==> src/rtl/fifo_pkg.sv <==
// Shared constants and word type for the single-clock FIFO.
package fifo_pkg;
  localparam int DEF_DATA_W = 8;
  localparam int DEF_DEPTH  = 16;

  typedef logic [DEF_DATA_W-1:0] word_t;
endpackage

==> src/rtl/fifo_mem.sv <==
// DEPTH x DATA_W storage: synchronous write port, asynchronous read port.
// Contents are deliberately not reset; the FIFO never exposes an unwritten entry.
module fifo_mem
  import fifo_pkg::*;
#(
  parameter int DATA_W = DEF_DATA_W,
  parameter int DEPTH  = DEF_DEPTH,
  parameter int ADDR_W = $clog2(DEPTH)
) (
  input  logic              clk,
  input  logic              we,
  input  logic [ADDR_W-1:0] waddr,
  input  logic [DATA_W-1:0] wdata,
  input  logic [ADDR_W-1:0] raddr,
  output logic [DATA_W-1:0] rdata
);
  logic [DATA_W-1:0] mem [DEPTH];

  // Store the accepted write word.
  always_ff @(posedge clk) begin
    if (we) mem[waddr] <= wdata;
  end

  assign rdata = mem[raddr];
endmodule

==> src/rtl/fifo.sv <==
// Single-clock FIFO: pointers, occupancy count, status flags and the
// registered read-data output. Storage lives in fifo_mem.
module fifo
  import fifo_pkg::*;
#(
  parameter int DATA_W = DEF_DATA_W,
  parameter int DEPTH  = DEF_DEPTH
) (
  input  logic              clk,
  input  logic              reset,
  input  logic              wr_en,
  input  logic              rd_en,
  input  logic [DATA_W-1:0] data_in,
  output logic [DATA_W-1:0] data_out,
  output logic              full,
  output logic              empty
);
  localparam int ADDR_W = $clog2(DEPTH);
  localparam logic [ADDR_W:0]   CNT_FULL = (ADDR_W+1)'(DEPTH);
  localparam logic [ADDR_W:0]   CNT_ONE  = (ADDR_W+1)'(1);
  localparam logic [ADDR_W-1:0] PTR_ONE  = ADDR_W'(1);

  logic [ADDR_W-1:0] wr_ptr, rd_ptr;
  logic [ADDR_W:0]   count;
  logic [DATA_W-1:0] rdata;
  logic              do_wr, do_rd;

  // Full gates writes even when a read is requested in the same cycle,
  // so a full FIFO never writes through.
  assign do_wr = wr_en & ~full;
  assign do_rd = rd_en & ~empty;

  // Flags decode straight from the registered count.
  assign empty = (count == '0);
  assign full  = (count == CNT_FULL);

  fifo_mem #(
    .DATA_W (DATA_W),
    .DEPTH  (DEPTH),
    .ADDR_W (ADDR_W)
  ) u_mem (
    .clk   (clk),
    .we    (do_wr),
    .waddr (wr_ptr),
    .wdata (data_in),
    .raddr (rd_ptr),
    .rdata (rdata)
  );

  // Pointer advance; natural ADDR_W-bit rollover gives modulo-DEPTH wrap.
  always_ff @(posedge clk or posedge reset) begin
    if (reset) begin
      wr_ptr <= '0;
      rd_ptr <= '0;
    end else begin
      if (do_wr) wr_ptr <= wr_ptr + PTR_ONE;
      if (do_rd) rd_ptr <= rd_ptr + PTR_ONE;
    end
  end

  // Occupancy: only a lone write or a lone read moves it.
  always_ff @(posedge clk or posedge reset) begin
    if (reset) begin
      count <= '0;
    end else begin
      case ({do_wr, do_rd})
        2'b10:   count <= count + CNT_ONE;
        2'b01:   count <= count - CNT_ONE;
        default: count <= count;
      endcase
    end
  end

  // Read data register; only loads on an accepted read, so it never
  // picks up an unwritten entry.
  always_ff @(posedge clk or posedge reset) begin
    if (reset)      data_out <= '0;
    else if (do_rd) data_out <= rdata;
  end
endmodule

==> config.mk <==
export PLATFORM = sky130hd
export DESIGN_NAME = fifo
export DESIGN_NICKNAME = d
export VERILOG_FILES = /design/src/rtl/fifo_pkg.sv /design/src/rtl/fifo_mem.sv /design/src/rtl/fifo.sv
export SDC_FILE = /design/constraint.sdc
export NUM_CORES = 1
export LEC_CHECK = 0
export CORE_MARGIN = 4
export CORE_UTILIZATION = 38
export CTS_BUF_LIST = sky130_fd_sc_hd__clkbuf_16
export DETAILED_ROUTE_END_ITERATION = 8
export SLEW_MARGIN = 20
export SYNTH_ARGS = -nofsm -noshare
export SYNTH_HDL_FRONTEND = slang
export SYNTH_HIERARCHICAL = 1
export SYNTH_SLANG_ARGS = --single-unit
==> constraint.sdc <==
create_clock -name clk -period 4 [get_ports clk]
set_input_delay 0.8 -clock clk [delete_from_list [all_inputs] [get_ports clk]]
set_output_delay 0.8 -clock clk [all_outputs]
set_load 0.005 [all_outputs]
* Word-level counts from Yosys, hierarchy flattened *
Memories as Yosys holds them, arrays and structs flattened. A register that Yosys moved wholly into a read port is not among the register bits.
Index checks and enable logic that the tools add are counted.

word-level totals
  memories = 1
  output and inout port bits = 10
  RAM bits = 128
  bits of input ports = 12
  bits in registers = 13
  logic and storage cells = 20

memories
  name       depth  bits a word  read ports  clocked after Yosys merged registers in  write ports  RTL line        RTL
  u_mem.mem  16     8            1           1                                        1            fifo_mem.sv:17  logic [DATA_W-1:0] mem [DEPTH];

operators by class
  reductions and logical operators = 2
  equality and inequality tests = 3
  muxes and demuxes = 3
  add/sub/neg operators = 4
  bitwise operators = 4

operator list
  operator                                             number
  case mux 5 bit (2 select lines)                      1
  adder 4 x 1 -> 4 bit, second input constant          2
  adder 5 x 1 -> 5 bit, second input constant          1
  equality test 5 bit, second input constant           1
  zero test 5 bit                                      1
  subtractor 5 x 1 -> 5 bit, second input constant     1
  AND 1 bit                                            2
  equality test 2 x 1 -> 1 bit, second input constant  1
  equality test 2 bit, second input constant           1
  two-way mux 1 bit                                    2
  inverter 1 bit                                       2
  nonzero test 2 bit                                   1

* Logic depth before layout (Yosys ltp) *
  depth after elaboration = 5
  depth in mapped cells = 9
  gate-level depth less buffers = 8

* By module *
The synthesis kept the hierarchy.

modules (own cells, without submodules)
  module    area an instance (um2)  sequential area each (um2)  times used  cells an instance
  fifo_mem  4987.3                  3843.7                      1           221
  fifo      1074.8                  525.5                       1           88

* Worst setup path before layout *
Ideal clock, no wire load.

  kind = reg2reg
  start point = reg count[2]
  end point = reg count[4]
  cell stages (with the launch flop) = 10
  arrival time = 2.728 ns
  setup time = 0.134 ns
  path buffers = 1
  clock period less this slack = 2.861 ns
  data required time = 3.866 ns
  slack = 1.139 ns
  path through = dfrtp_1 -> or4_4 -> o21ai_2 -> buf_6 -> inv_1 -> ha_1 -> ha_1 -> or4b_2 -> o311ai_0 -> o211ai_1

between the ends
  cells in the longest elaborated chain, start to end = 5
  elaborated cells on any way between the ends = 12
  those cells by class = add/sub: 2; eq/ne: 3; mux: 1; bitwise: 4; reduce/logical: 2

RTL lines
  what                                                                   RTL line    RTL
  from (decl)                                                            fifo.sv:24  logic [ADDR_W:0] count;
  from (signal assigned)                                                 fifo.sv:67  2'b10: count <= count + CNT_ONE;
  from (signal assigned)                                                 fifo.sv:68  2'b01: count <= count - CNT_ONE;
  from (signal assigned)                                                 fifo.sv:69  default: count <= count;
  zero test 5 bit *                                                      fifo.sv:34  assign empty = (count == '0);
  inverter 1 bit *                                                       fifo.sv:31  assign do_rd = rd_en & ~empty;
  AND 1 bit *                                                            fifo.sv:31
  named net do_rd                                                        fifo.sv:26  logic do_wr, do_rd;
  equality test 2 x 1 -> 1 bit or equality test 2 bit (tied branches)    fifo.sv:66  case ({do_wr, do_rd})
  case mux 5 bit (2 select lines) or nonzero test 2 bit (tied branches)  -

Mark *: on every way through the listed nets, which the timed path passes. The rest lies on a longest branch.
A chain may end at the register's enable or synchronous reset.

* Worst setup path after layout *
Same ends and word-level chain as after synthesis.

==> run_results.csv <==
group,metric,value,unit
yosys,synth-seq-cells,149,
critical_path,arrival,3.57,ns
yosys,syn-num-nets,328,
route,wl_per_cell,20.27,um
critical_path,crit_type,"flop to flop",
outcome,status,"finished, final reports clean",
sta,min_period,3.280,ns
clocking,cts_inserted_buffers,17,
min_path,hold_path.class,"flop to flop",
clocking,cts_setup_buffers,0,
floorplan,ios,22,
grt,use_met1,18.58,%
final_layout,drive_above_1_share,23.37,%
placed_design,pre_cts_slack,0.6028,ns
floorplan,rows,45,
grt,grt_pass1_vias,3125,
final_layout,post-route-util,46.34,%
final_layout,diodes,0,
pwr,ir_worst_vdd,0.0003690,V
clocking,cts_tree,"done",
grt,grtUsageMet3,4.614,%
floorplan,die_area,18040,um^2
yosys,syn_area_per_cell,19.62,um^2
critical_path,path_delay_family,"simple AND/OR/NAND/NOR gates",
pwr,internal_power,3.531,mW
floorplan,floorplan.initialDensity,39.29,%
pwr,p_leak,2.451,nW
critical_path,slowest_stage,"or4b_2",
yosys,ys.flop_type,"edfxtp_1",
sta,max-slew-margin-rel,43.31,%
critical_path,max_stage_delay,0.62,ns
route,drt-total-wl,11.73,mm
yosys,syn_inst,309,
clocking,cts_root_buf,"clkbuf_16",
sta,max_freq,304.9,MHz
sta,fin_skew,0.009399,ns
clocking,clk_latency,0.42,ns
critical_path,cp-startpoint,"count[2]",
critical_path,r2r_start,"count[2]",
yosys,synth.distinct_cells,42,
placed_design,io_buffers,21,
critical_path,path_buf_inv,1,
final_layout,n_fill_cell,1317,
sta,finalMaxSlewViolations,0,
floorplan,core,15430,um^2
grt,antenna_found_initial,0,
floorplan,dieHeight,134.3,um
pwr,switching_share,30.26,%
final_layout,syn2layout_area_growth,17.94,%
yosys,synth_edf_count,128,
sta,max_slew.worst_pin.slew,0.8494,ns
route,dr_total_vias,2999,
critical_path,crit_required,4.29,ns
min_path,min_from,"data_out[7]",
route,drtIter0Drc,218,
clocking,clk_pin_slew_worst_paths,0.06,ns
flow_run,maxCapViolCount,0,
pwr,power.switching,1.532,mW
pwr,pwr-share-clk,30.0,%
grt,busiest_layer,"met2",
pwr,combPwrFrac,25.5,%
grt,grt.overflow.total,0,
clocking,htree_levels,4,
grt,grt_pass1_wl,18.65,mm
floorplan,die_w,134.3,um
final_layout,nets,374,
clocking,ctsResizeCount,0,
critical_path,path_common_cell,"ha_1",
placed_design,dp_hpwl,7.368,mm
sta,setup_tns,0,ns
clocking,ctsLongestPathBuffers,2,
route,drc,0,
grt,use_met2,22.65,%
yosys,ys_seq_area_share,72.07,%
route,vias_per_cell,5.180,
sta,final.period_utilization,82.00,%
route,drt.antenna.violating_nets,0,
critical_path,worst_setup_path_start_kind,"flop",
sta,finalWorstSetupSlack,0.7200,ns
yosys,async_flop_share,14.09,%
critical_path,cp-end-kind,"flop",
critical_path,path_max_fanout,11,
sta,rsz0062_at_grt,"false",
clocking,holdBufCountCts,0,
yosys,netlist_area,6062,um^2
pwr,power.density,708.1,nW/um^2
yosys,yosys_warnings,6,
route,drt_pass1_iterations,5,
pwr,p_seq_share,44.5,%
sta,hold_slack,0.5316,ns
grt,grt_start_max_net_pins,36,
clocking,cts.sinks,149,
placed_design,gp_congestion,0.7305,
sta,final-hold-violation-count,0,
sta,setup_violations,0,
grt,grtUsageTotal,14.17,%
critical_path,crit_chain,"or4_4, o21ai_2, inv_1, ha_1, ha_1, or4b_2, o311ai_0, o211ai_1",
synth_stat cells (3+ instances only):
master           instances  share of area (%)
buf_2                    3               0.25
xor2_1                   3               0.43
nand3_1                  3               0.25
nand2_1                 11               0.68
nor2_1                  16               0.99
nand3b_1                 3               0.37
a21oi_1                  4               0.33
buf_6                    4               0.74
mux2_2                  12                2.2
dfrtp_1                 21                8.7
xnor2_1                  5               0.72
inv_1                    5               0.31
mux4_2                  18                6.7
nor3_1                   4               0.33
mux4_1                  14                6.1
edfxtp_1               128                 63
clkdlybuf4s25_2          3               0.50
ha_1                     6                1.2
a22oi_1                 17                2.1
placed cells by master (no fill, tap or decap), types with 2 or more instances in the layout:
master,instances
o21ai_0,2
nor3b_1,2
mux4_1,14
a22oi_1,17
nand3_1,3
nand2b_1,2
xnor2_1,5
clkinv_2,2
clkdlybuf4s50_1,21
nor2_1,16
nand3b_1,3
ha_1,6
buf_4,19
nand2_1,11
clkinvlp_4,2
mux2_2,12
nor3_1,4
a21oi_1,4
nand4_1,2
clkinv_4,2
dfrtp_1,19
edfxtp_1,128
inv_1,6
mux4_2,18
and2_1,2
clkbuf_16,17
xor2_1,3
o211ai_1,2
inv_6,5
dfrtp_2,2
cell families (layout without fill, tap and decap cells):
logic type	after synthesis	after routing	share of synthesized area, %
AO/OA/AOI/OAI	31	31	3.715
AND/OR/NAND/NOR	52	52	4.458
buffers and inverters	18	77	2.043
flip-flops	149	149	72.07
adder cells (fa/ha/maj)	7	7	1.569
multiplexers	44	44	14.98
XOR/XNOR	8	8	1.156
worst register-to-register path, cell delays in order (launching register included):
cell	delay, ns
dfrtp_1	0.41
or4_4	0.57
o21ai_2	0.48
inv_1	0.10
ha_1	0.32
ha_1	0.39
or4b_2	0.62
o311ai_0	0.13
o211ai_1	0.13
layer usage:
metal,wire length [um],up-vias
met4,97,0
met1,5078,1549
met3,643,10
li1,-,1363
met5,0,-
met2,5913,77
state kept, by name, indices dropped and copies added (netlist names):
register and count:
u_mem/mem 128, data_out 8, rd_ptr 4, wr_ptr 4, count 5
power by group through the flow:
stage          combinational, mW  sequential [mW]  clock [mW]
6_report                    1.29             2.25        1.52
2_1_floorplan               1.05             2.10           0
4_1_cts                     1.31             2.27        1.55
3_3_place_gp                1.28             2.29           0
5_1_grt                     1.41             2.31        1.63
3_5_place_dp                1.31             2.29           0
area by class of cell:
cell class,instances,area (um^2),area share (%)
well taps,211,264.0,3.693
inverters,5,18.77,0.2625
clock inverters,15,147.6,2.065
multi-input cells,142,1569,21.95
repair buffers,40,352.8,4.935
flip-flops and latches,149,4372,61.15
clock buffers,17,425.4,5.950
path summary, 6_finish.rpt:
kind / end / slack, ns / depth (start not counted)
max: count[4] / 0.72 / 8
min: data_out[7] / 0.53 / 1
max reg2reg: count[4] / 0.72 / 8
min reg2reg: data_out[7] / 0.53 / 1
max in group asynchronous: rd_ptr[1] / 2.57 / 2
min in group asynchronous: count[2] / 0.85 / 2
through the flow:
stage	instances	total power, mW	cell area, um^2
4_1_cts	579	5.128	7149
6_report	579	5.063	7149
3_5_place_dp	547	3.600	6576
3_3_place_gp	547	3.573	6576
5_1_grt	579	5.338	7149
2_1_floorplan	309	3.146	6062
Note: power is estimated with default switching activity, not from simulation.
